File: config.mk
export PLATFORM = sky130hd
export DESIGN_NAME = result_reader
export DESIGN_NICKNAME = d
export VERILOG_FILES = /design/src/rtl/result_reader_pkg.sv /design/src/rtl/result_reader_tally.sv /design/src/rtl/result_reader.sv
export SDC_FILE = /design/constraint.sdc
export NUM_CORES = 1
export LEC_CHECK = 0
export CORE_MARGIN = 3
export CORE_UTILIZATION = 54
export CTS_CLUSTER_DIAMETER = 40
export DETAILED_ROUTE_END_ITERATION = 7
export GPL_ROUTABILITY_DRIVEN = 1
export GPL_TIMING_DRIVEN = 0
export HOLD_SLACK_MARGIN = 0.02
export PLACE_DENSITY_LB_ADDON = 0.15
export REMOVE_ABC_BUFFERS = 1
export SYNTH_ARGS = -nofsm -noshare
export SYNTH_HDL_FRONTEND = slang
export SYNTH_SLANG_ARGS = --single-unit
File: constraint.sdc
create_clock -name clock -period 4.58 [get_ports clock]
set_input_delay 0.458 -clock clock [delete_from_list [all_inputs] [get_ports clock]]
set_output_delay 0.458 -clock clock [all_outputs]
set_load 0.01 [all_outputs]
File: src/rtl/result_reader_pkg.sv
// result_reader_pkg: record layout constants and FSM state type shared with the checker writer
package result_reader_pkg;
  localparam int META_VALID  = 7;
  localparam int META_TMO    = 6;
  localparam int META_CYC_HI = 5;
  localparam int META_CYC_LO = 1;
  localparam int META_FAIL   = 0;
  localparam int REC_WORDS   = 2;
  typedef enum logic [2:0] {
    S_IDLE, S_REQ0, S_WAIT0, S_REQ1, S_WAIT1, S_CHECK, S_PUSH, S_FINISH
  } state_t;
endpackage

File: src/rtl/result_reader_tally.sv
// result_tally: four saturating result counters with synchronous clear
module result_tally #(
  parameter int CNT_WIDTH = 16
) (
  input  logic                 clock,
  input  logic                 reset_n,
  input  logic                 i_clear,
  input  logic                 i_inc,
  input  logic                 i_fail,
  input  logic                 i_tmo,
  output logic [CNT_WIDTH-1:0] o_pass_count,
  output logic [CNT_WIDTH-1:0] o_fail_count,
  output logic [CNT_WIDTH-1:0] o_tmo_count,
  output logic [CNT_WIDTH-1:0] o_recs_read
);
  function automatic logic [CNT_WIDTH-1:0] sat_inc(input logic [CNT_WIDTH-1:0] v);
    return (&v) ? v : v + 1'b1;
  endfunction
  // clear on a new run, otherwise count each pushed record, sticking at all-ones
  always_ff @(posedge clock or negedge reset_n)
    if (!reset_n) begin
      o_pass_count <= '0;
      o_fail_count <= '0;
      o_tmo_count  <= '0;
      o_recs_read  <= '0;
    end else if (i_clear) begin
      o_pass_count <= '0;
      o_fail_count <= '0;
      o_tmo_count  <= '0;
      o_recs_read  <= '0;
    end else if (i_inc) begin
      o_recs_read <= sat_inc(o_recs_read);
      if (i_fail) o_fail_count <= sat_inc(o_fail_count);
      else o_pass_count <= sat_inc(o_pass_count);
      if (i_tmo) o_tmo_count <= sat_inc(o_tmo_count);
    end
endmodule

File: src/rtl/result_reader.sv
// result_reader: Avalon-MM read master that fetches 2-word result records and pushes them upstream
module result_reader
  import result_reader_pkg::*;
#(
  parameter int ADDR_WIDTH = 20,
  parameter int DATA_WIDTH = 16,
  parameter int RTF_WIDTH  = 24,
  parameter int META_WIDTH = 8,
  parameter int CNT_WIDTH  = 16,
  parameter int OF_WIDTH   = RTF_WIDTH + META_WIDTH
) (
  input  logic                  clock,
  input  logic                  reset_n,
  input  logic                  start,
  input  logic [ADDR_WIDTH-1:0] base_addr,
  input  logic [CNT_WIDTH-1:0]  rec_count,
  output logic                  busy,
  output logic                  done,
  output logic [ADDR_WIDTH-1:0] mem_address,
  output logic                  mem_read,
  input  logic [DATA_WIDTH-1:0] mem_readdata,
  input  logic                  mem_readdatavalid,
  input  logic                  mem_waitrequest,
  output logic [OF_WIDTH-1:0]   ofifo_data,
  output logic                  ofifo_wrreq,
  input  logic                  ofifo_full,
  output logic [CNT_WIDTH-1:0]  pass_count,
  output logic [CNT_WIDTH-1:0]  fail_count,
  output logic [CNT_WIDTH-1:0]  tmo_count,
  output logic [CNT_WIDTH-1:0]  recs_read
);
  state_t                r_state, w_next;
  logic [ADDR_WIDTH-1:0] r_addr;
  logic [CNT_WIDTH-1:0]  r_remaining;
  logic [DATA_WIDTH-1:0] r_hi, r_lo;
  logic                  w_clear;
  assign busy        = r_state != S_IDLE;
  assign mem_address = r_addr;
  assign ofifo_data  = {r_hi, r_lo};
  // next state and Moore/handshake outputs; one read outstanding at a time
  always_comb begin
    w_next      = r_state;
    mem_read    = 1'b0;
    ofifo_wrreq = 1'b0;
    done        = 1'b0;
    w_clear     = 1'b0;
    case (r_state)
      S_IDLE:
        if (start) begin
          w_clear = 1'b1;
          w_next  = (rec_count == '0) ? S_FINISH : S_REQ0;
        end
      S_REQ0: begin
        mem_read = 1'b1;
        if (!mem_waitrequest) w_next = S_WAIT0;
      end
      S_WAIT0: if (mem_readdatavalid) w_next = S_REQ1;
      S_REQ1: begin
        mem_read = 1'b1;
        if (!mem_waitrequest) w_next = S_WAIT1;
      end
      S_WAIT1: if (mem_readdatavalid) w_next = S_CHECK;
      S_CHECK: w_next = r_lo[META_VALID] ? S_PUSH : S_FINISH;
      S_PUSH:
        if (!ofifo_full) begin
          ofifo_wrreq = 1'b1;
          w_next      = (r_remaining == CNT_WIDTH'(1)) ? S_FINISH : S_REQ0;
        end
      S_FINISH: begin
        done   = 1'b1;
        w_next = S_IDLE;
      end
      default: w_next = S_IDLE;
    endcase
  end
  // state, address walk, captured record words and remaining-record count
  always_ff @(posedge clock or negedge reset_n)
    if (!reset_n) begin
      r_state     <= S_IDLE;
      r_addr      <= '0;
      r_remaining <= '0;
      r_hi        <= '0;
      r_lo        <= '0;
    end else begin
      r_state <= w_next;
      if (r_state == S_IDLE && start) begin
        r_addr      <= base_addr;
        r_remaining <= rec_count;
      end
      if (mem_read && !mem_waitrequest) r_addr <= r_addr + 1'b1;
      if (r_state == S_WAIT0 && mem_readdatavalid) r_hi <= mem_readdata;
      if (r_state == S_WAIT1 && mem_readdatavalid) r_lo <= mem_readdata;
      if (ofifo_wrreq) r_remaining <= r_remaining - 1'b1;
    end
  result_tally #(.CNT_WIDTH(CNT_WIDTH)) u_tally (
    .clock        (clock),
    .reset_n      (reset_n),
    .i_clear      (w_clear),
    .i_inc        (ofifo_wrreq),
    .i_fail       (r_lo[META_FAIL]),
    .i_tmo        (r_lo[META_TMO]),
    .o_pass_count (pass_count),
    .o_fail_count (fail_count),
    .o_tmo_count  (tmo_count),
    .o_recs_read  (recs_read)
  );
endmodule

======== Word-level counts from Yosys, hierarchy flattened ========
Index checks and enable logic that the tools add are counted.
storage, ports and cells
  register bits ........................... 135
  bits of input ports ..................... 58
  output and inout bits ................... 120
  logic and storage cells ................. 92
cells by class
  $add $sub $neg .......................... 6
  eq/ne operators ......................... 19
  muxes and demuxes ....................... 35
  reduce and logical (&&, ||, !) cells .... 23
operator list
  operator                                              count
  two-way mux 16 bit                                    17
  adder 16 x 1 -> 16 bit, second input constant         4
  AND reduction 16 bit                                  4
  two-way mux 20 bit                                    2
  two-way mux 3 bit                                     8
  one-hot mux 3 bit (8 select lines)                    1
  adder 20 x 1 -> 20 bit, second input constant         1
  equality test 16 x 1 -> 1 bit, second input constant  1
  logical NOT 16 bit                                    1
  subtractor 16 x 1 -> 16 bit, second input constant    1
  equality test 3 bit, second input constant            4
  != test 2 bit, second input constant                  6
  != test 2 x 1 -> 1 bit, second input constant         5
  nonzero test 2 bit                                    5
  AND reduction 3 bit                                   3
  two-way mux 1 bit                                     7
  equality test 3 x 2 -> 1 bit, second input constant   2
  AND reduction 6 bit                                   1
  logical AND 1 bit                                     4
  equality test 3 x 1 -> 1 bit, second input constant   1
  logical NOT 3 bit                                     1
  nonzero test 3 bit                                    1
  AND reduction 2 bit                                   1
  OR reduction 2 bit                                    1
  logical NOT 1 bit                                     1

======== Logic depth before layout (Yosys ltp) ========
Gate-level depths: netlist of the first run.
  word-level depth ........................ 5
  mapped depth ............................ 8

======== Modules after synthesis ========
From an unflattened synthesis of the first run, not the netlist that was laid out.
unflattened totals
  cell total of the unflattened synthesis .. 737
  area, all modules ....................... 7443.4 µm²
by module, submodules not included
  module         instances  cells each  area an instance (µm²)  sequential area each (µm²)
  result_tally   1          404         3856.2                  1601.5
  result_reader  1          333         3587.2                  1776.7

======== Least setup slack after synthesis of the first run ========
No wires, ideal clock.
  path kind ............................... register to register
  start point ............................. register u_tally.o_tmo_count[0]
  end point ............................... register u_tally.o_tmo_count[7]
  library setup time ...................... 0.132 ns
  arrival time ............................ 1.667 ns
  required time ........................... 4.448 ns
  path slack .............................. 2.782 ns
  cell stages (with the launch flop) ...... 7
  cells stage by stage .................... dfrtp_1 ha_1 nand3_1 nor4_1 nor3b_1 xnor2_1 nor2_1
between the ends
  word-level cells in the longest chain between the ends .. 5
  elaborated cells between the ends (all ways) .. 8
  classes of those cells .................. add/sub: 1; eq/ne: 1; mux: 4; reduce/logical: 2
RTL lines
  item                    RTL line                   text
  start, declared         result_reader_tally.sv:13  output logic [CNT_WIDTH-1:0] o_tmo_count,
  start signal, assigned  result_reader_tally.sv:35  if (i_tmo) o_tmo_count <= sat_inc(o_tmo_count);
  adder 16 x 1 -> 16 bit  result_reader_tally.sv:17  return (&v) ? v : v + 1'b1;
  two-way mux 16 bit      result_reader_tally.sv:17
  two-way mux 16 bit      result_reader_tally.sv:35
  two-way mux 16 bit      result_reader_tally.sv:31  end else if (i_inc) begin
  two-way mux 16 bit      result_reader_tally.sv:26  end else if (i_clear) begin
Several ways; a longest one is shown, not always the timed one. The select of a mux whose other input is x is not followed.
A chain may end at the register's enable or synchronous reset.

======== Worst setup path in the final report of the first run ========
  start point ............................. register r_state[2]
  end point ............................... output port ofifo_wrreq
between the ends
  word-level cells in the longest chain between the ends .. 2
RTL lines
  item                    RTL line             text
  start, declared         result_reader.sv:32  state_t r_state, w_next;
  start signal, assigned  result_reader.sv:85  r_state <= w_next;
  equality test 3 bit     result_reader.sv:47  case (r_state)
  two-way mux 1 bit       result_reader.sv:47
  end, declared           result_reader.sv:25  output logic ofifo_wrreq,
No other way between the ends.

==> results of run 1 <==
## critical path: stages (launching register included)
cell and delay [ns]:
dfrtp_1 0.70, nand4bb_4 0.44, inv_1 0.54, clkdlybuf4s50_1 0.64
## logic make-up (layout without fill, tap and decap cells)
kind of cell / after synthesis / after routing
xor+xnor: 33 / 33
simple gates: 324 / 324
mux: 45 / 45
buf+inv: 47 / 224
compound gates: 118 / 118
flops: 135 / 135
fa+ha+maj: 7 / 7
## report_power, final
part           switching, mW  total [mW]  internal [mW]
registers              0.351        1.87           1.52
logic                  0.766        1.63          0.859
clock network          0.515        1.45          0.935
## layout make-up
| cell class | count | area, um2 | share of cell area (%) |
|---|---|---|---|
| Inverter | 14 | 52.55 | 0.5529 |
| Clock buffer | 19 | 452.9 | 4.766 |
| Timing Repair Buffer | 179 | 1810 | 19.05 |
| Multi-Input combinational cell | 527 | 3418 | 35.97 |
| Clock inverter | 12 | 176.4 | 1.856 |
| Tap cell | 172 | 215.2 | 2.264 |
| Sequential cell | 135 | 3378 | 35.55 |
## registers in the layout, indices dropped and copies added (netlist names)
name                  flops
u_tally.o_pass_count     16
u_tally.o_recs_read      16
r_lo                     16
u_tally.o_tmo_count      16
mem_address              20
r_state                   3
u_tally.o_fail_count     16
r_hi                     16
r_remaining              16
## repair_timing
action                                  in CTS  in global routing
endpoints found under the setup margin       0                  0
hold buffers                                 1                  0
hold endpoints to repair                    35                  0
## metal layers
metal | global-route usage (%) | part of all wire, % | vias to the layer above
met4 | 8.733 | 1.9 | 0
met2 | 43.66 | 50 | 238
met1 | 32.94 | 41 | 3101
met5 | 0 | 0 | -
li1 | - | - | 2963
met3 | 8.388 | 7.6 | 34
## cell usage in the layout, fill, tap and decap left out, types with 14 or more instances in the layout
cell type / n
clkbuf_16: 17
nand4_1: 28
and4_1: 15
dfrtp_1: 135
a21oi_1: 22
mux2i_1: 15
nand3_1: 34
nor3_1: 31
clkdlybuf4s50_1: 176
nand2_1: 73
a211oi_1: 14
nor2_1: 76
inv_1: 14
xnor2_1: 21
o21ai_0: 23
mux2_2: 30
## stage by stage
stage / setup TNS, ns / total power [mW] / hold WS (ns)
floorplan: 0 / 2.627 / 0.1624
global placement: -301.80 / 3.421 / 0.4896
detailed placement: 0 / 3.496 / 0.3738
CTS: 0 / 4.966 / 0.5090
global route: 0 / 5.217 / 0.5224
finish: 0 / 4.943 / 0.4995
## Yosys cell counts, types with 2 or more instances
cell	number
a21oi_1	22
inv_1	14
a211oi_1	14
nand3_1	34
a21boi_1	3
buf_2	13
o211ai_1	12
o21ai_0	23
buf_1	4
dfrtp_1	135
buf_6	3
nor3_1	31
clkbuf_1	10
xnor2_1	21
nand2_1	74
nor4b_1	3
nor4_1	10
mux2i_1	15
nor3b_1	3
o211a_1	3
a22oi_1	4
o22ai_1	5
mux2_2	30
a221o_1	5
xor2_1	12
nand4_1	28
ha_1	7
nand4b_1	2
and4_1	15
a21o_1	2
nor2_1	76
a311oi_1	7
nor2b_1	3
or3_1	9
o311ai_0	6
buf_4	3
o21a_1	2
and2_1	6
or4_4	2
nor4_2	2
and3_1	13
a31oi_1	2
## worst paths after layout
path | end | slack [ns] | cells after the start
worst max-delay path | ofifo_wrreq | 1.38 | 3
worst min-delay path | u_tally.o_pass_count[3] | 0.50 | 2
worst max register to register | r_remaining[9] | 1.60 | 6
worst min register to register | r_hi[1] | 0.51 | 1
max in group asynchronous | r_lo[7] | 3.28 | 3
min in group clock | r_hi[1] | 0.51 | 1
==> results.json, run 1 <==
{
  "status": "finished, final reports clean",
  "synthCells": 709,
  "dr.pass1.iters": 5,
  "ios": 178,
  "routed_via_density": 5.989,
  "antenna_found_initial": 0,
  "clk_latency_ns": 0.42,
  "clock_path_buffers": 2,
  "track_usage_pct": 26.40,
  "synthMuxAreaShare_pct": 6.953,
  "critPathKind": "reg -> out",
  "ys_seq_area_share_pct": 48.14,
  "dp_slack_ns": 1.351,
  "critPathRequiredTime_ns": 4.12,
  "syn_area_um2": 7018,
  "htreeDepth": 4,
  "dp_cells": 1026,
  "leakage_nw": 3.927,
  "fmax_mhz": 312.5,
  "finalClockSkew_ns": 0.005504,
  "num-nets-final": 939,
  "p_per_area_nw_per_um2": 520.0,
  "num_rows": 41,
  "cp-startpoint": "r_state[2]",
  "synth_cell_type_count": 63,
  "num-fill-cells": 953,
  "ys.flop_type": "dfrtp_1",
  "postCtsSetupRepairBufs": 0,
  "setup_viol": 0,
  "core_um2": 12670,
  "port_buffers": 177,
  "synthAdderAreaFrac_pct": 1.248,
  "drt_iter0_drc": 528,
  "grt_max_degree": 101,
  "clk_pin_slew_worst_paths_ns": 0.06,
  "gp_congestion": 0.8982,
  "hp-class": "in -> async",
  "drv_cap": 0,
  "cts_tree": "built",
  "drcViolationCount": 0,
  "fin_area_um2": 9504,
  "avgSynthCellArea_um2": 9.898,
  "hpwl_um": 12790,
  "rsz0062_at_grt": "no",
  "overflow": 0,
  "finalHoldViolCount": 0,
  "die_h_um": 120,
  "cts_sinks": 135,
  "worst_pin_slew_ns": 0.9539,
  "wl_per_cell_um": 17.76,
  "drive_above_1_share_pct": 9.142,
  "crit_fanout": 25,
  "synth_edf_count": 0,
  "die_x_um": 120,
  "synth_top_family_by_area": "simple AND/OR/NAND/NOR gates",
  "synth_compound_area_share_pct": 11.61,
  "synth-xor-area-share_pct": 4.118,
  "ant_nets": 0,
  "period_share_pct": 69.86,
  "fp.dieArea_um2": 14400,
  "routed_wl_um": 18790,
  "place_area_um2": 8865,
  "layout_min_cycle_time_ns": 3.200,
  "synth.ff_latch_count": 135,
  "grt_pass1_wl_um": 30630,
  "relSlewSlack_pct": 36.40,
  "yosysTopAreaCell": "dfrtp_1",
  "grt_pass1_vias": 6162,
  "finalNonFillerCells": 1058,
  "slew_violations": 0,
  "antenna_cells": 0,
  "vias": 6336,
  "ys_warn_count": 0,
  "initial_core_util_pct": 55.39,
  "start_kind": "flop",
  "synth_area_leaders": "dfrtp_1 48%, mux2_2 4.8%, nor2_1 4.1%",
  "yosys.area_share.simple_pct": 24.71,
  "cts_inserted_buffers": 17,
  "cts-resized-gates": 0,
  "clock-root-buffer": "clkbuf_16",
  "end_kind": "output port",
  "synth_top_area_share_pct": 48.14,
  "fin_util_pct": 75.01,
  "ir_drop_v": 0.0004194,
  "worst_slack_ns": 1.380,
  "async_reset_ff_share_pct": 100.0,
  "areaGrowthSynthToFinish_pct": 35.43,
  "crit_arrival_ns": 2.74,
  "rr_startpoint": "r_state[2]"
}
Note: power is estimated with default switching activity, not from simulation.
==> inputs of run 2 (changes only) <==
Settings changed: CORE_UTILIZATION 54 to 50.
Clock period 4.58 ns to 3.2 ns, I/O delays scaled along.
==> run 2 against run 1 <==
  * Via count shrank 0.17%
  * Largest power group unchanged
  * Sequential power grew 43%
  * Worst hold slack lost 0.065 ns
  * Highest routed layer unchanged
  * Register-to-register slack lost 1.2 ns
  * Largest cell class unchanged
  * Global-route usage shrank 1.8 points
  * Wire length grew 1.5%
==> results.json, run 2 (synthesis results as in run 1) <==
{
  "areaGrowthSynthToFinish_pct": 35.25,
  "power.share.sequential_pct": 38.1,
  "cts_tree": "built",
  "ios": 178,
  "p_int_mw": 4.660,
  "postCtsSetupRepairBufs": 0,
  "switching_power_mw": 2.354,
  "worst_pin_slew_ns": 0.9678,
  "core_um2": 13510,
  "crit_path_end": "ofifo_wrreq",
  "ant_nets": 0,
  "largest_reg_flops": 20,
  "port_buffers": 177,
  "finalNonFillerCells": 1063,
  "finalHoldViolCount": 0,
  "track_usage_pct": 24.60,
  "overflow": 0,
  "antenna_cells": 0,
  "cts_sinks": 135,
  "p_per_area_nw_per_um2": 739.0,
  "hpwl_um": 13360,
  "dr.pass1.iters": 5,
  "vias": 6325,
  "wl_per_cell_um": 17.94,
  "fin_area_um2": 9492,
  "setup_viol": 0,
  "clock_path_buffers": 2,
  "drv_cap": 0,
  "fmax_mhz": 343.4,
  "leakage_nw": 3.897,
  "grt_pass1_wl_um": 31680,
  "ir_drop_v": 0.0005756,
  "fp.dieArea_um2": 15490,
  "dp_slack_ns": 0.1423,
  "critPathRequiredTime_ns": 2.88,
  "htreeDepth": 4,
  "clockPowerShare_pct": 28.5,
  "switching_share_pct": 33.57,
  "status": "finished, final reports clean",
  "slew_violations": 0,
  "end_kind": "output port",
  "reg2regPathDepth": 6,
  "clk_pin_slew_worst_paths_ns": 0.06,
  "die_x_um": 124.5,
  "final_cell_mix": "176 x clkdlybuf4s50_1, 135 x dfrtp_1, 76 x nor2_1, 73 x nand2_1, 34 x nand3_1",
  "num-nets-final": 939,
  "reg2reg_slack_ns": 0.41,
  "antenna_found_initial": 0,
  "crit_fanout": 25,
  "grt_pass1_vias": 6257,
  "critPathKind": "reg -> out",
  "clock-root-buffer": "clkbuf_16",
  "drive_above_1_share_pct": 9.245,
  "routed_wl_um": 19070,
  "crit_arrival_ns": 2.59,
  "hp-class": "in -> async",
  "period_share_pct": 91.00,
  "routed_via_density": 5.950,
  "place_area_um2": 8870,
  "cp-startpoint": "r_state[2]",
  "comb_power_share_pct": 33.4,
  "setup_tns_ns": 0,
  "cts_inserted_buffers": 17,
  "gp_congestion": 0.8746,
  "dp_cells": 1030,
  "final_common_cell": "clkdlybuf4s50_1",
  "path_cells": "nand4bb_4 > clkinvlp_4 > clkdlybuf4s50_1",
  "fin_util_pct": 70.28,
  "rsz0062_at_grt": "no",
  "start_kind": "flop",
  "rr_endpoint": "r_remaining[9]",
  "num-fill-cells": 986,
  "rr_startpoint": "r_state[2]",
  "drcViolationCount": 0,
  "clk_latency_ns": 0.42,
  "slowest_stage": "dfrtp_1",
  "drt_iter0_drc": 484,
  "slowest_delay_ns": 0.68,
  "layout_min_cycle_time_ns": 2.912,
  "die_h_um": 124.5,
  "num_rows": 42,
  "worst_slack_ns": 0.2881,
  "relSlewSlack_pct": 35.25,
  "finalClockSkew_ns": 0.01198,
  "initial_core_util_pct": 51.96,
  "grt_max_degree": 86
}
run 2: cell type report:
type / count / area (um2) / share of cell area [%]
clock buffers: 20 / 456.7 / 4.811
clock inverters: 12 / 151.4 / 1.595
inverters: 14 / 56.30 / 0.5932
multi-input cells: 527 / 3418 / 36.01
flip-flops and latches: 135 / 3378 / 35.59
well taps: 176 / 220.2 / 2.320
repair buffers: 179 / 1810 / 19.07
run 2: repair_timing:
| item | CTS | global route |
|---|---|---|
| hold endpoints to repair | 54 | 0 |
| hold buffers | 1 | 0 |
| gates resized for setup | 0 | 1 |
| setup endpoints to repair | 0 | 1 |
run 2: metrics by stage:
stage	total power [mW]	hold slack [ns]
after floorplan	3.760	0.02441
after CTS	7.045	0.4385
after detailed placement	5.013	0.3109
after global placement	4.912	0.4896
after global routing	7.398	0.4777
final	7.014	0.4344
run 2: worst min-delay path by stage:
stage                       to  startpoint  cells after the start
5_1_grt        r_remaining[10]     reset_n                      2
3_3_place_gp           r_hi[3]     r_hi[3]                      1
6_report       r_remaining[10]     reset_n                      2
3_5_place_dp   r_remaining[10]     reset_n                      1
4_1_cts        r_remaining[10]     reset_n                      2
2_1_floorplan   mem_address[0]     reset_n                      0
run 2: layer usage:
metal  GRT usage (%)  vias to the layer above  part of all wire, %
met5               0                        -                    0
met4           8.575                        0                  2.1
met3           7.890                       37                  7.7
met2           40.17                      224                   49
met1           30.86                     3120                   42
li1                -                     2944                    -
run 2: power by group through the flow:
stage | Combinational [mW] | Sequential [mW] | Clock [mW]
5_1_grt | 2.55 | 2.75 | 2.10
3_5_place_dp | 2.33 | 2.68 | 0
3_3_place_gp | 2.27 | 2.64 | 0
4_1_cts | 2.36 | 2.66 | 2.02
2_1_floorplan | 1.02 | 2.74 | 0
6_report | 2.34 | 2.67 | 2.00
run 2: critical path: cells and delay by family, from the launching register on:
family / cells / cell delay [ns]
AND/OR/NAND/NOR: 1 / 0.47
buffers and inverters: 2 / 1.02
flip-flops: 1 / 0.68
==> inputs of run 3 (changes only) <==
Settings changed: SETUP_SLACK_MARGIN set to 0.3, TNS_END_PERCENT set to 50.
==> run 3 against run 2 <==
  * Sequential power about the same
  * Global-route usage unchanged
  * Utilization increased by 0.13 points
  * Register-to-register slack improved by 0.09 ns
  * Total power increased by 0.22%
  * Clock power about the same
  * Cell area increased by 0.18%
  * Via count increased by 0.47%
  * Die area unchanged
  * Largest power group unchanged
  * Highest routed layer unchanged
==> results.json, run 3 (synthesis results as in run 1) <==
{
  "status": "finished, final reports clean",
  "hpwl_um": 13360,
  "slowest_stage": "and2_4",
  "setup_tns_ns": 0,
  "clk_latency_ns": 0.42,
  "ios": 178,
  "drt_iter0_drc": 468,
  "path_depth": 5,
  "grt_max_degree": 86,
  "clock-root-buffer": "clkbuf_16",
  "path_buf_inv": 0,
  "reg2regPathDepth": 5,
  "port_buffers": 177,
  "cp-startpoint": "r_state[1]",
  "critPathKind": "reg -> reg",
  "grt_pass1_vias": 6257,
  "die_h_um": 124.5,
  "total_power_mw": 7.030,
  "num_rows": 42,
  "ant_nets": 0,
  "finalNonFillerCells": 1064,
  "dr.pass1.iters": 5,
  "period_share_pct": 84.48,
  "htreeDepth": 4,
  "die_x_um": 124.5,
  "drive_above_1_share_pct": 9.459,
  "final_cell_mix": "176 x clkdlybuf4s50_1, 134 x dfrtp_1, 76 x nor2_1, 73 x nand2_1, 34 x nand3_1",
  "place_area_um2": 8870,
  "fin_area_um2": 9509,
  "cts_sinks": 135,
  "p_per_area_nw_per_um2": 739.3,
  "layout_min_cycle_time_ns": 2.703,
  "wl_per_cell_um": 18.11,
  "setup_viol": 0,
  "ir_drop_v": 0.0005752,
  "antenna_cells": 0,
  "regArea_um2": 3379,
  "reg2reg_slack_ns": 0.50,
  "postCtsSetupRepairBufs": 0,
  "hold_ws_ns": 0.4374,
  "dp_slack_ns": 0.1423,
  "path_delay_family": "simple AND/OR/NAND/NOR gates",
  "p_int_mw": 4.665,
  "num-nets-final": 940,
  "worst_slack_ns": 0.4967,
  "gp_congestion": 0.8746,
  "overflow": 0,
  "areaGrowthSynthToFinish_pct": 35.50,
  "antenna_found_initial": 0,
  "final_common_cell": "clkdlybuf4s50_1",
  "switching_share_pct": 33.64,
  "routed_wl_um": 19270,
  "drv_cap": 0,
  "cts_tree": "built",
  "cts_inserted_buffers": 17,
  "slowest_delay_ns": 0.87,
  "power.share.sequential_pct": 38.1,
  "relSlewSlack_pct": 35.82,
  "dp_cells": 1030,
  "crit_fanout": 85,
  "fin_util_pct": 70.41,
  "clock_path_buffers": 2,
  "num-fill-cells": 986,
  "fp.dieArea_um2": 15490,
  "clk_pin_slew_worst_paths_ns": 0.06,
  "start_kind": "flop",
  "initial_core_util_pct": 51.96,
  "rr_startpoint": "r_state[1]",
  "finalClockSkew_ns": 0.01067,
  "multi_input_area_um2": 3435,
  "rr_endpoint": "mem_address[4]",
  "end_kind": "flop",
  "crit_arrival_ns": 2.98,
  "track_usage_pct": 24.60,
  "grt_pass1_wl_um": 31680,
  "routed_via_density": 5.973,
  "path_cells": "nor3_1 > and2_4 > nor2_1 > o21ai_0 > o311ai_0",
  "core_um2": 13510,
  "critPathRequiredTime_ns": 3.48,
  "fmax_mhz": 369.9,
  "leakage_nw": 3.898,
  "comb_power_share_pct": 33.4,
  "finalHoldViolCount": 0,
  "clockPowerShare_pct": 28.5,
  "drcViolationCount": 0,
  "crit_path_end": "mem_address[4]",
  "vias": 6355,
  "slew_violations": 0,
  "worst_pin_slew_ns": 0.9626,
  "switching_power_mw": 2.365,
  "hp-class": "in -> async",
  "rsz0062_at_grt": "yes",
  "largest_reg_flops": 20
}
[run 3: power groups by stage]
| stage | registers [mW] | clock network (mW) | logic (mW) |
|---|---|---|---|
| finish | 2.68 | 2.00 | 2.35 |
| global route | 2.76 | 2.10 | 2.56 |
| CTS | 2.66 | 2.02 | 2.36 |
| detailed placement | 2.68 | 0 | 2.33 |
| global placement | 2.64 | 0 | 2.27 |
| floorplan | 2.74 | 0 | 1.02 |
[run 3: how the worst min path moves through the flow]
stage	cells past startpoint	from	end
after floorplan	0	reset_n	mem_address[0]
after global placement	1	r_hi[3]	r_hi[3]
after detailed placement	1	reset_n	r_remaining[10]
after CTS	2	reset_n	r_remaining[10]
after global routing	2	reset_n	r_remaining[10]
final	2	reset_n	r_remaining[10]
[run 3: cell type report]
type,count,area share [%]
tap,176,2.316
sequential,135,35.54
multi-input combinational,528,36.12
inverter,14,0.5921
timing repair buffer,179,19.04
clock buffer,20,4.803
clock inverter,12,1.592
[run 3: what timing repair did]
item / CTS / global route
hold buffers: 1 / 0
gates resized for setup: 2 / 0
pin swaps: 0 / 1
endpoints found under the hold margin: 54 / 0
setup endpoints to repair: 1 / 1
gates cloned: 0 / 1
[run 3: layer usage]
metal | part of all wire (%) | global-route usage (%) | up-vias
met5 | 0 | 0 | -
met1 | 41 | 30.86 | 3108
met2 | 48 | 40.17 | 262
met3 | 8.3 | 7.890 | 41
met4 | 2.2 | 8.575 | 0
li1 | - | - | 2944
